$ cat src/rtl/x_seq_pkg.sv
`default_nettype none
// ============================================================================
// Module   : x_seq_pkg
// Brief    : Shared state encoding and width helpers for the x_seq sequencer.
// Revision : 1.0 - initial release
// ============================================================================
package x_seq_pkg;

    typedef logic [1:0] state_t;

    localparam state_t c_st_idle     = 2'd0;
    localparam state_t c_st_send     = 2'd1;
    localparam state_t c_st_wait_sen = 2'd2;
    localparam state_t c_st_clear    = 2'd3;

    // Width of the binary channel id; a single channel still needs one bit.
    function automatic int chw(input int n);
        return (n > 1) ? $clog2(n) : 1;
    endfunction

    // Width of the bit index, able to hold 0..WIDTH.
    function automatic int idxw(input int w);
        return $clog2(w + 1);
    endfunction

endpackage
`default_nettype wire

$ cat src/rtl/x_seq_if.sv
`default_nettype none
// ============================================================================
// Module   : x_seq_if
// Brief    : Channel request / serial handshake bundle of the x_seq sequencer.
//            master = channel sources and link side, slave = the sequencer.
// Revision : 1.0 - initial release
// ============================================================================
interface x_seq_if #(
    parameter int WIDTH = 8,
    parameter int NCH   = 2
);
    import x_seq_pkg::*;

    localparam int c_chw  = chw(NCH);
    localparam int c_idxw = idxw(WIDTH);

    logic [NCH-1:0]       req;
    logic [NCH*WIDTH-1:0] data_in;
    logic                 ack;
    logic                 senack;
    logic                 busy;
    logic [NCH-1:0]       grant;
    logic [c_chw-1:0]     ch_id;
    logic [c_idxw-1:0]    bit_idx;
    logic                 tx_bit;
    logic                 dt;
    logic                 cclear;
    logic                 done;
    logic                 err;

    modport master (
        output req, data_in, ack, senack,
        input  busy, grant, ch_id, bit_idx, tx_bit, dt, cclear, done, err
    );

    modport slave (
        input  req, data_in, ack, senack,
        output busy, grant, ch_id, bit_idx, tx_bit, dt, cclear, done, err
    );

endinterface
`default_nettype wire

$ cat src/rtl/x_seq_rr_arb.sv
`default_nettype none
// ============================================================================
// Module   : x_seq_rr_arb
// Brief    : Combinational round-robin arbiter. Picks the first set request at
//            or after ptr, wrapping, and returns it one-hot and binary.
// Revision : 1.0 - initial release
// ============================================================================
module x_seq_rr_arb
    import x_seq_pkg::*;
#(
    parameter  int NCH   = 2,
    localparam int c_chw = chw(NCH)
) (
    input  wire logic [NCH-1:0]   req,
    input  wire logic [c_chw-1:0] ptr,
    output logic      [NCH-1:0]   grant,
    output logic      [c_chw-1:0] id
);

    logic w_found;

    // Scan distances from ptr in increasing order; first requesting channel wins.
    always_comb begin
        grant   = '0;
        id      = '0;
        w_found = 1'b0;
        for (int i = 0; i < NCH; i++) begin
            for (int c = 0; c < NCH; c++) begin
                if (!w_found && req[c] && (((int'(ptr) + i) % NCH) == c)) begin
                    w_found  = 1'b1;
                    grant[c] = 1'b1;
                    id       = c_chw'(c);
                end
            end
        end
    end

endmodule
`default_nettype wire

$ cat src/rtl/x_seq_ctrl.sv
`default_nettype none
// ============================================================================
// Module   : x_seq_ctrl
// Brief    : Handshake bit-sequencer. Arbitrates NCH channels round-robin,
//            latches the winner's word and presents it one bit per receiver
//            ack rising edge, then waits for senack and pulses clear/done.
//            Optional wait-state timeout enabled by macro X_SEQ_TIMEOUT_EN.
// Revision : 1.0 - initial release
// ============================================================================
module x_seq_ctrl
    import x_seq_pkg::*;
#(
    parameter int WIDTH   = 8,
    parameter int NCH     = 2,
    parameter int TIMEOUT = 255
) (
    input wire logic clk,
    input wire logic reset,
    x_seq_if.slave   bus
);

    localparam int c_chw  = chw(NCH);
    localparam int c_idxw = idxw(WIDTH);

    // Reject parameter sets the datapath cannot represent.
    if (WIDTH < 1 || NCH < 1 || TIMEOUT < 1) begin : g_param_check
        $error("x_seq_ctrl: WIDTH, NCH and TIMEOUT must all be >= 1");
    end

    state_t             r_state;
    state_t             w_next_state;
    logic               r_ack_q;
    logic               w_ack_rise;
    logic [WIDTH-1:0]   r_word;
    logic [NCH-1:0]     r_grant;
    logic [c_chw-1:0]   r_ch_id;
    logic [c_idxw-1:0]  r_bit_idx;
    logic [c_chw-1:0]   r_ptr;
    logic               r_abort;
    logic               w_abort_set;
    logic               w_timeout_hit;
    logic               w_last_bit;
    logic               w_tx_bit;
    logic [NCH-1:0]     w_arb_grant;
    logic [c_chw-1:0]   w_arb_id;
    logic [c_chw-1:0]   w_next_ptr;
    logic [WIDTH-1:0]   w_sel_word;

    x_seq_rr_arb #(
        .NCH   (NCH)
    ) u_arb (
        .req   (bus.req),
        .ptr   (r_ptr),
        .grant (w_arb_grant),
        .id    (w_arb_id)
    );

    assign w_ack_rise = bus.ack & ~r_ack_q;
    assign w_last_bit = (r_bit_idx == c_idxw'(WIDTH - 1));
    assign w_next_ptr = c_chw'((int'(w_arb_id) + 1) % NCH);

    // Pick the winning channel's word out of the flat data bus.
    always_comb begin
        w_sel_word = '0;
        for (int c = 0; c < NCH; c++) begin
            if (w_arb_grant[c]) begin
                w_sel_word = bus.data_in[c*WIDTH +: WIDTH];
            end
        end
    end

    // Present the latched word bit addressed by the current index.
    always_comb begin
        w_tx_bit = 1'b0;
        for (int b = 0; b < WIDTH; b++) begin
            if (r_bit_idx == c_idxw'(b)) begin
                w_tx_bit = r_word[b];
            end
        end
    end

    // State register.
    always_ff @(posedge clk) begin
        if (reset) begin
            r_state <= c_st_idle;
        end else begin
            r_state <= w_next_state;
        end
    end

    // Next-state logic; an ack edge in SEND and senack in WAIT_SEN take
    // precedence over a coincident timeout.
    always_comb begin
        w_next_state = r_state;
        w_abort_set  = 1'b0;
        case (r_state)
            c_st_idle: begin
                if (|bus.req) begin
                    w_next_state = c_st_send;
                end
            end
            c_st_send: begin
                if (w_ack_rise) begin
                    if (w_last_bit) begin
                        w_next_state = c_st_wait_sen;
                    end
                end else if (w_timeout_hit) begin
                    w_next_state = c_st_clear;
                    w_abort_set  = 1'b1;
                end
            end
            c_st_wait_sen: begin
                if (bus.senack) begin
                    w_next_state = c_st_clear;
                end else if (w_timeout_hit) begin
                    w_next_state = c_st_clear;
                    w_abort_set  = 1'b1;
                end
            end
            c_st_clear: begin
                w_next_state = c_st_idle;
            end
            default: begin
                w_next_state = c_st_idle;
            end
        endcase
    end

    // Datapath: ack history, grant/word latch, bit index and abort flag.
    always_ff @(posedge clk) begin
        if (reset) begin
            r_ack_q   <= 1'b0;
            r_word    <= '0;
            r_grant   <= '0;
            r_ch_id   <= '0;
            r_bit_idx <= '0;
            r_ptr     <= '0;
            r_abort   <= 1'b0;
        end else begin
            r_ack_q <= bus.ack;
            case (r_state)
                c_st_idle: begin
                    if (|bus.req) begin
                        r_word    <= w_sel_word;
                        r_grant   <= w_arb_grant;
                        r_ch_id   <= w_arb_id;
                        r_bit_idx <= '0;
                        r_ptr     <= w_next_ptr;
                        r_abort   <= 1'b0;
                    end
                end
                c_st_send: begin
                    if (w_ack_rise && !w_last_bit) begin
                        r_bit_idx <= r_bit_idx + 1'b1;
                    end
                    if (w_abort_set) begin
                        r_abort <= 1'b1;
                    end
                end
                c_st_wait_sen: begin
                    if (w_abort_set) begin
                        r_abort <= 1'b1;
                    end
                end
                c_st_clear: begin
                    r_grant   <= '0;
                    r_ch_id   <= '0;
                    r_bit_idx <= '0;
                    r_abort   <= 1'b0;
                end
                default: begin
                end
            endcase
        end
    end

`ifdef X_SEQ_TIMEOUT_EN
    localparam int c_cnt_w = $clog2(TIMEOUT + 1);

    logic [c_cnt_w-1:0] r_cnt;

    // Wait-state watchdog: restarts on every state entry and on each ack edge.
    always_ff @(posedge clk) begin
        if (reset) begin
            r_cnt <= '0;
        end else if ((w_next_state != r_state) || w_ack_rise) begin
            r_cnt <= '0;
        end else if ((r_state == c_st_send) || (r_state == c_st_wait_sen)) begin
            r_cnt <= r_cnt + 1'b1;
        end
    end

    assign w_timeout_hit = ((r_state == c_st_send) || (r_state == c_st_wait_sen)) &&
                           (r_cnt == c_cnt_w'(TIMEOUT));
    assign bus.err       = (r_state == c_st_clear) & r_abort;
`else
    assign w_timeout_hit = 1'b0;
    assign bus.err       = 1'b0;
`endif

    assign bus.busy    = (r_state != c_st_idle);
    assign bus.dt      = (r_state == c_st_send);
    assign bus.cclear  = (r_state == c_st_clear);
    assign bus.done    = (r_state == c_st_clear) & ~r_abort;
    assign bus.grant   = r_grant;
    assign bus.ch_id   = r_ch_id;
    assign bus.bit_idx = r_bit_idx;
    assign bus.tx_bit  = w_tx_bit;

endmodule
`default_nettype wire

$ cat src/flat_wrapper.sv
// flat-port wrapper written by rule: the top's interface ports become plain ports
module x_seq_ctrl_flat import x_seq_pkg::*;
#(
    parameter int WIDTH   = 8,
    parameter int NCH     = 2,
    parameter int TIMEOUT = 255
)
  (clk, reset, bus_req, bus_data_in, bus_ack, bus_senack, bus_busy, bus_grant, bus_ch_id, bus_bit_idx, bus_tx_bit, bus_dt, bus_cclear, bus_done, bus_err);
  x_seq_if #(.WIDTH(WIDTH), .NCH(NCH)) bus_i ();
  input wire logic clk;
  input wire logic reset;
  input wire logic [$bits(bus_i.req)-1:0] bus_req;
  input wire logic [$bits(bus_i.data_in)-1:0] bus_data_in;
  input wire logic [$bits(bus_i.ack)-1:0] bus_ack;
  input wire logic [$bits(bus_i.senack)-1:0] bus_senack;
  output wire logic [$bits(bus_i.busy)-1:0] bus_busy;
  output wire logic [$bits(bus_i.grant)-1:0] bus_grant;
  output wire logic [$bits(bus_i.ch_id)-1:0] bus_ch_id;
  output wire logic [$bits(bus_i.bit_idx)-1:0] bus_bit_idx;
  output wire logic [$bits(bus_i.tx_bit)-1:0] bus_tx_bit;
  output wire logic [$bits(bus_i.dt)-1:0] bus_dt;
  output wire logic [$bits(bus_i.cclear)-1:0] bus_cclear;
  output wire logic [$bits(bus_i.done)-1:0] bus_done;
  output wire logic [$bits(bus_i.err)-1:0] bus_err;
  assign bus_i.req = bus_req;
  assign bus_i.data_in = bus_data_in;
  assign bus_i.ack = bus_ack;
  assign bus_i.senack = bus_senack;
  assign bus_busy = bus_i.busy;
  assign bus_grant = bus_i.grant;
  assign bus_ch_id = bus_i.ch_id;
  assign bus_bit_idx = bus_i.bit_idx;
  assign bus_tx_bit = bus_i.tx_bit;
  assign bus_dt = bus_i.dt;
  assign bus_cclear = bus_i.cclear;
  assign bus_done = bus_i.done;
  assign bus_err = bus_i.err;
  x_seq_ctrl #(.WIDTH(WIDTH), .NCH(NCH), .TIMEOUT(TIMEOUT)) u_core (.clk(clk), .reset(reset), .bus(bus_i));
endmodule
$ cat config.mk
export PLATFORM = sky130hd
export DESIGN_NAME = x_seq_ctrl_flat
export DESIGN_NICKNAME = d
export VERILOG_FILES = /design/src/rtl/x_seq_pkg.sv /design/src/rtl/x_seq_if.sv /design/src/rtl/x_seq_rr_arb.sv /design/src/rtl/x_seq_ctrl.sv /design/src/flat_wrapper.sv
export SDC_FILE = /design/constraint.sdc
export NUM_CORES = 1
export LEC_CHECK = 0
export CAP_MARGIN = 40
export CORE_MARGIN = 2
export CORE_UTILIZATION = 40
export DETAILED_ROUTE_END_ITERATION = 8
export GPL_TIMING_DRIVEN = 0
export PLACE_DENSITY = 0.78
export SETUP_SLACK_MARGIN = 0.3
export SLEW_MARGIN = 20
export SYNTH_ARGS = -nofsm -noshare
export SYNTH_HDL_FRONTEND = slang
export SYNTH_HIERARCHICAL = 1
export SYNTH_SLANG_ARGS = --single-unit
$ cat constraint.sdc
create_clock -name clk -period 2.66 [get_ports clk]
set_input_delay 0.532 -clock clk [delete_from_list [all_inputs] [get_ports clk]]
set_output_delay 0.532 -clock clk [all_outputs]
set_load 0.1 [all_outputs]
## After elaboration in Yosys (flattened, before gate mapping)

Index checks and enable logic that the tools add are counted.

| operators by class | value |
|---|---|
| $add $sub $neg | 3 |
| equal/unequal tests | 16 |
| muxes and demuxes | 32 |
| bitwise operators | 6 |
| reduce and logical (&&, ||, !) cells | 26 |

Operators by type and width:

| kind | number |
|---|---|
| $logic_not A32 Y1 | 2 |
| $mux W1 | 18 |
| $eq A4 B3 Y1 const B | 4 |
| $mux W8 | 2 |
| $pmux W4 S3 | 1 |
| $mux W2 | 5 |
| $eq A4 B2 Y1 const B | 2 |
| $logic_and A1 B1 Y1 | 8 |
| $mux W4 | 2 |
| $ne A2 B1 Y1 const B | 4 |
| $pmux W2 S4 | 1 |
| $eq A2 B2 Y1 const B | 3 |
| $reduce_and A2 Y1 | 3 |
| $add A4 B1 Y4 const B | 1 |
| $eq A4 B1 Y1 const B | 1 |
| $logic_not A1 Y1 | 4 |
| $logic_not A4 Y1 | 1 |
| $pmux W1 S2 | 2 |
| $pmux W2 S2 | 1 |
| $reduce_and A4 Y1 | 1 |
| $reduce_bool A2 Y1 | 2 |
| $reduce_or A2 Y1 | 2 |
| $not A1 Y1 | 3 |
| $reduce_and A3 Y1 | 1 |
| 7 further kinds | 9 |

| storage, ports and cells | value |
|---|---|
| register bits | 20 |
| input port bits | 22 |
| output and inout port bits | 13 |
| logic and storage cells | 91 |

## Depth between registers and ports, before layout

Gate-level depths: netlist (run 1).

| depth | value |
|---|---|
| depth in word-level cells | 17 |
| mapped depth | 7 |
| gate-level depth less buffers | 6 |

## Cells and area by module

The synthesis (run 1) kept the hierarchy.

Modules (own cells, without submodules):

| module | times used | cells each | area an instance (µm²) | sequential area each (µm²) |
|---|---|---|---|---|
| x_seq_ctrl | 1 | 124 | 1084.8 | 380.4 |
| x_seq_rr_arb | 1 | 4 | 30.0 | 0.0 |

## Least setup slack after synthesis (run 1)

Ideal clock, no wire load.

| timing path | value |
|---|---|
| kind | flip-flop to output port |
| start point | register u_core.r_bit_idx[1], in the netlist u_core/bus.bit_idx[1] |
| end point | output port bus_tx_bit |
| arrival time | 2592 ps |
| required time | 2128 ps |
| setup slack | -464 ps |
| cell stages (with the launch flop) | 7 |
| buffers on the path | 0 |
| path through | dfxtp_1 inv_1 ha_1 nand2_1 o21ai_0 mux4_1 o21a_1 |

| between the ends | value |
|---|---|
| longest elaborated chain between the ends | 9 |
| elaborated cells between the ends (all ways) | 16 |
| classes of those cells | 7 x eq/ne; 8 x mux; 1 x reduce/logical |

RTL lines:

| item | RTL line | RTL |
|---|---|---|
| from (decl) | x_seq_ctrl.sv:37 | `logic [c_idxw-1:0] r_bit_idx;` |
| from (signal assigned) | x_seq_ctrl.sv:154 | `r_bit_idx <= r_bit_idx + 1'b1;` |
| $logic_not A4 Y1 | x_seq_ctrl.sv:76 | `if (r_bit_idx == c_idxw'(b)) begin` |
| $mux W1 (7 in a row) | x_seq_ctrl.sv:76 |  |
| $mux W1 (*) | x_seq_ctrl.sv:76 |  |
| to (decl) | flat_wrapper.sv:20 | `output wire logic [$bits(bus_i.tx_bit)-1:0] bus_tx_bit;` |

Every way passes the cells marked *; elsewhere a longest branch is shown, timed or not.

## Worst setup path in the final report (run 1)

Ends and elaborated chain as after synthesis.

==> results of run 1 <==
power by group:
group,internal [mW],switching (mW)
Combinational,0.434,0.665
Clock,0.0585,0.101
Sequential,0.362,0.0521
Total,0.854,0.818
registers in the layout (all words and copies together) (netlist names):
name                flops
u_core/r_ptr            1
u_core/bus.grant        2
u_core/bus.ch_id        1
u_core/r_ack_q          1
u_core/bus.bit_idx      4
u_core/r_word           8
u_core/r_state          2
layer usage:
| metal | up-vias | track usage [%] | part of all wire, % |
|---|---|---|---|
| li1 | 561 | - | - |
| met1 | 514 | 20.5 | 42 |
| met2 | 30 | 33.1 | 51 |
| met3 | 7 | 5.07 | 4.5 |
| met4 | 0 | 6.98 | 1.7 |
| met5 | - | 0 | 0 |
placed cells by master, fill, tap and decap left out, drive strengths merged, types with 2 or more instances in the layout:
cell type,count
buf,21
o21a,4
clkbuf,6
o32ai,2
nand2,10
ha,8
a21boi,3
nor2,13
a21oi,5
dfxtp,19
a211oi,8
nor2b,5
clkdlybuf4s50,30
inv,9
a22oi,10
o21ai,6
nand3,4
nand2b,3
worst min-delay path: cells and delay by family, from the launching register on:
| kind | cells | cell delay (ns) |
|---|---|---|
| compound gates | 1 | 0.05 |
| flops | 1 | 0.33 |
| simple gates | 1 | 0.10 |
worst paths after layout:
path                                            start                end  slack [ns]  depth (start not counted)
worst max-delay path            u_core/bus.bit_idx[1]         bus_tx_bit        0.25                          7
worst min-delay path                 u_core/r_word[2]   u_core/r_word[2]        0.51                          2
worst max register to register  u_core/bus.bit_idx[0]  u_core/r_state[1]        0.99                          6
worst min register to register       u_core/r_word[2]   u_core/r_word[2]        0.51                          2
timing repair:
item	in CTS	in global routing
resized for setup	12	4
hold buffers	0	0
setup endpoints to repair	2	2
cloned	0	0
pin swaps	4	5
buffers inserted	3	1
cells by family (layout without fill, tap and decap cells):
family,Yosys count,count (layout),synth area share (%)
flops,19,19,34.1
compound gates,42,42,27.8
mux,2,2,3.26
buf+inv,16,66,6.62
other cells,1,1,0.336
simple gates,40,40,18.9
fa+ha+maj,8,8,8.98
stage by stage:
step            TNS, ns  hold slack (ns)
5_1_grt               0            0.528
2_1_floorplan         0            0.474
3_3_place_gp     -0.315            0.484
6_report              0            0.511
3_5_place_dp   -0.00379            0.495
4_1_cts               0            0.514
layout make-up:
class	count	area (µm²)
Sequential cell	19	390
Buffer	8	43.8
Multi-Input combinational cell	93	694
Timing Repair Buffer	46	520
Inverter	8	37.5
Clock inverter	1	6.26
Tap cell	31	38.8
Clock buffer	3	22.5
Fill cell	230	956
==> flow_summary_export.csv, run 1 <==
group,metric,value,unit
run_status,status,"finished, final reports clean",
placed_design,dp_cells,203,
sta,setup_slack,0.249,ns
final_layout,syn2layout_area_growth,57.4,%
floorplan,dieHeight,56.8,µm
final_layout,final_util,64.7,%
final_layout,finalNonFillerCells,209,
synthesis,async_flop_share,0,%
placed_design,portBuffers,32,
power_and_ir_drop,leakagePower,0.679,nW
synthesis,synth_seq_cells,19,
synthesis,yosys.area.top_type_share,34.1,%
cts,clk_path_buf_depth,2,
cts,clock_latency,0.31,ns
worst_setup_path,start_kind,"flip-flop",
power_and_ir_drop,peakVddDrop,1.01,mV
route,route.detailed.drc,0,
synthesis,synthesis.area,1110,µm²
route,num_vias,1112,
route,avgRoutedWirePerCell,13.2,µm
route,antenna_left,0,
worst_setup_path,critPathCaptureType,"primary output",
global_routing,grt_pass1_wl,4660,µm
floorplan,dieArea,3230,µm²
cts,cts_root_buf,"clkbuf_4",
synthesis,synth_cell_types,35,
worst_hold_path,hold_path.class,"reg2reg",
worst_setup_path,critPathBufInv,2,
global_routing,antenna_found_initial,0,
final_layout,drive_gt1_share,25.3,%
synthesis,synthTopCellsByArea,"dfxtp_1 34%, ha_1 9.0%, a22oi_1 6.7%, a211oi_1 5.4%, nor2_1 4.4%",
floorplan,start_util,41.1,%
route,drtIter0Drc,34,
synthesis,synth-main-ff-cell,"dfxtp_1",
sta,clock.fmax,0.415,GHz
synthesis,seq_area_frac_synth,34.1,%
final_layout,finalInstanceArea,1750,µm²
floorplan,ios,35,
placed_design,hpwl,2160,µm
route,routed_wl,2770,µm
cts,cts_tree,"done",
sta,hold_violations,0,
sta,drv_slew,0,
placed_design,placedInstanceArea,1670,µm²
route,vias_per_cell,5.32,
cts,path_clk_slew,0.11,ns
synthesis,synthTopCellsByCount,"19 x dfxtp_1, 13 x nor2_1, 10 x a22oi_1, 10 x nand2_1",
synthesis,ys.warnings.count,6,
sta,max_slew.worst_pin.slew,0.506,ns
sta,finalCriticalPeriod,2.41,ns
global_routing,track_usage,18.4,%
worst_setup_path,path_class,"reg2out",
sta,period_share,90.7,%
synthesis,syn-mean-instance-area,8.71,µm²
synthesis,yosysTopAreaCell,"dfxtp_1",
job,cap_violations,0,
placed_design,gp_routability_congestion,0.726,
route,drtPass1Iterations,4,
sta,slew_headroom,66.2,%
final_layout,n_antenna_cell,0,
sta,rsz0062_at_grt,"true",
worst_setup_path,cp.required,2.13,ns
worst_setup_path,arrival,1.88,ns
synthesis,syn_inst,128,
placed_design,dp_slack,-0.00379,ns
global_routing,grt_max_degree,13,
cts,htree_levels,1,
worst_setup_path,worst_path_largest_cell_delay,0.47,ns
sta,fin_worst_skew,0.00390,ns
global_routing,grt-ovfl-total,0,
floorplan,dieWidth,56.8,µm
final_layout,fin_nets,209,
worst_setup_path,cp_slowest_cell,"mux4_2",
synthesis,synth_most_common_cell,"dfxtp_1",
worst_setup_path,cp_max_fo,4,
power_and_ir_drop,total_power,1.67,mW
synthesis,synth_edf_count,0,
power_and_ir_drop,power_density,953,nW/µm²
synthesis,synth_nets,158,
floorplan,rows,19,
global_routing,first_global_vias,1090,
worst_setup_path,path_delay_family,"multiplexers",
cts,numCtsBuffers,3,
sta,setup_viol,0,
cts,cts.sinks,19,
worst_setup_path,path_cells,"inv_6 -> ha_4 -> nand2_1 -> o21ai_1 -> mux4_2 -> o21a_4 -> buf_12",
floorplan,fp.coreArea,2710,µm²
(Power assumes the default switching activity.)
==> run 2: changes to the inputs <==
CTS_CLUSTER_SIZE = 16   (was unset)
TNS_END_PERCENT = 10   (was unset)
==> flow_summary_export.csv, run 2 (synthesis results as in run 1) <==
group,metric,value,unit
global_routing,gr-usage-met1,20.5,%
global_routing,track_usage,18.7,%
sta,clock.fmax,0.414,GHz
sta,hold_violations,0,
worst_setup_path,cp-startpoint,"u_core/bus.bit_idx[1]",
route,num_vias,1118,
sta,setup_viol,0,
cts,clock_latency,0.32,ns
route,drtIter0Drc,25,
floorplan,dieHeight,56.8,µm
sta,finalCriticalPeriod,2.41,ns
global_routing,grt-ovfl-total,0,
final_layout,final.fill_count,230,
placed_design,hpwl,2160,µm
route,antenna_left,0,
final_layout,top_register,"u_core/r_word",
global_routing,grt_pass1_wl,4710,µm
worst_hold_path,hold_path.class,"reg2reg",
worst_setup_path,r2r-end,"u_core/r_state[1]",
cts,cts.sinks,19,
final_layout,syn2layout_area_growth,58.2,%
worst_setup_path,endpoint,"bus_tx_bit",
placed_design,gp_routability_congestion,0.726,
final_layout,finalNonFillerCells,210,
placed_design,dp_cells,203,
sta,max_slew.worst_pin.slew,0.508,ns
floorplan,start_util,41.1,%
sta,period_share,90.7,%
cts,cts_tree,"done",
cts,path_clk_slew,0.11,ns
run_status,status,"finished, final reports clean",
job,cap_violations,0,
cts,clk_path_buf_depth,2,
worst_setup_path,critPathCaptureType,"primary output",
final_layout,fin_nets,210,
worst_setup_path,cp_max_fo,4,
worst_setup_path,path_cells,"inv_6 -> ha_4 -> nand2_1 -> o21ai_1 -> mux4_2 -> o21a_4 -> buf_12",
floorplan,fp.coreArea,2710,µm²
floorplan,dieWidth,56.8,µm
worst_setup_path,reg2reg_slack,0.99,ns
route,avgRoutedWirePerCell,13.4,µm
power_and_ir_drop,total_power,1.70,mW
global_routing,met3_usage,5.07,%
worst_setup_path,critPathBufInv,2,
power_and_ir_drop,peakVddDrop,0.999,mV
worst_setup_path,worst_path_largest_cell_delay,0.47,ns
global_routing,first_global_vias,1101,
global_routing,grt_max_degree,13,
placed_design,placedInstanceArea,1670,µm²
worst_setup_path,path_class,"reg2out",
worst_setup_path,crit_cells,7,
sta,rsz0062_at_grt,"true",
cts,numCtsBuffers,3,
global_routing,met2_usage,34.1,%
final_layout,largest_reg_flops,8,
worst_setup_path,r2r-start,"u_core/bus.bit_idx[0]",
route,drtPass1Iterations,4,
global_routing,antenna_found_initial,0,
route,vias_per_cell,5.32,
floorplan,rows,19,
worst_setup_path,start_kind,"flip-flop",
cts,htree_levels,1,
placed_design,portBuffers,32,
final_layout,n_antenna_cell,0,
floorplan,dieArea,3230,µm²
sta,tns,0,ns
route,routed_wl,2810,µm
global_routing,busiest_layer,"met2",
cts,cts_root_buf,"clkbuf_4",
power_and_ir_drop,power_density,965,nW/µm²
power_and_ir_drop,leakagePower,0.684,nW
final_layout,final_common_cell,"clkdlybuf4s50_1",
route,route.detailed.drc,0,
final_layout,drive_gt1_share,24.6,%
worst_setup_path,reg2regPathDepth,6,
worst_setup_path,cp_slowest_cell,"mux4_2",
final_layout,final_cell_mix,"31 x clkdlybuf4s50_1, 15 x dfxtp_1, 13 x nor2_1",
worst_hold_path,min_delay_path_depth,2,
sta,drv_slew,0,
sta,slew_headroom,66.1,%
worst_setup_path,path_delay_family,"multiplexers",
final_layout,finalInstanceArea,1760,µm²
placed_design,dp_slack,-0.00379,ns
sta,fin_worst_skew,0.00728,ns
floorplan,ios,35,
worst_setup_path,cp.required,2.13,ns
sta,setup_slack,0.246,ns
worst_setup_path,arrival,1.88,ns
[run 2: cell types whose count changed in the layout (fill, tap and decap cells not counted), sizes merged]
cell and delta:
clkdlybuf4s50 +1
[run 2: routing by layer]
metal | wire (µm) | part of all wire [%] | vias up
met4 | 46 | 1.6 | 0
met1 | 1180 | 42 | 520
li1 | - | - | 561
met3 | 128 | 4.6 | 7
met5 | 0 | 0 | -
met2 | 1460 | 52 | 30
[run 2: how the worst min path moves through the flow]
stage,start,slack [ns],end
2_1_floorplan,u_core/r_word[6],0.47,u_core/r_word[6]
3_3_place_gp,u_core/r_word[6],0.48,u_core/r_word[6]
3_5_place_dp,u_core/r_word[6],0.50,u_core/r_word[6]
4_1_cts,u_core/r_word[6],0.51,u_core/r_word[6]
5_1_grt,u_core/r_word[2],0.53,u_core/r_word[2]
6_report,u_core/r_word[2],0.51,u_core/r_word[2]
[run 2: through the flow]
step	hold slack, ns	utilization, %
6_report	0.511	65.1
5_1_grt	0.528	65.1
4_1_cts	0.514	64.4
3_5_place_dp	0.495	61.6
3_3_place_gp	0.484	55.0
2_1_floorplan	0.474	-
[run 2: worst min-delay path: stages (launching register included)]
cell and delay, ns:
dfxtp_1 0.33, nor2_1 0.10, a211oi_1 0.05
[run 2: timing repair]
item | in CTS | in global routing
pin swaps | 4 | 5
setup buffers | 3 | 1
gates resized for setup | 11 | 5
cloned | 0 | 0
hold buffers | 0 | 0
setup endpoints to repair | 2 | 3
[run 2: layout make-up]
| class | count | area, µm² | share of cell area (%) |
|---|---|---|---|
| inverter | 8 | 37.5 | 2.13 |
| timing repair buffer | 47 | 531 | 30.1 |
| tap | 31 | 38.8 | 2.20 |
| sequential | 19 | 393 | 22.3 |
| multi-input combinational | 93 | 692 | 39.2 |
| clock inverter | 1 | 6.26 | 0.355 |
| clock buffer | 3 | 22.5 | 1.28 |
| buffer | 8 | 43.8 | 2.48 |
[run 2: where the power goes]
group	leakage (nW)	total [mW]	internal (mW)	switching [mW]
sequential	0.159	0.417	0.365	0.0525
combinational	0.507	1.12	0.451	0.673
clock	0.0183	0.162	0.0586	0.103
total	0.684	1.70	0.874	0.828
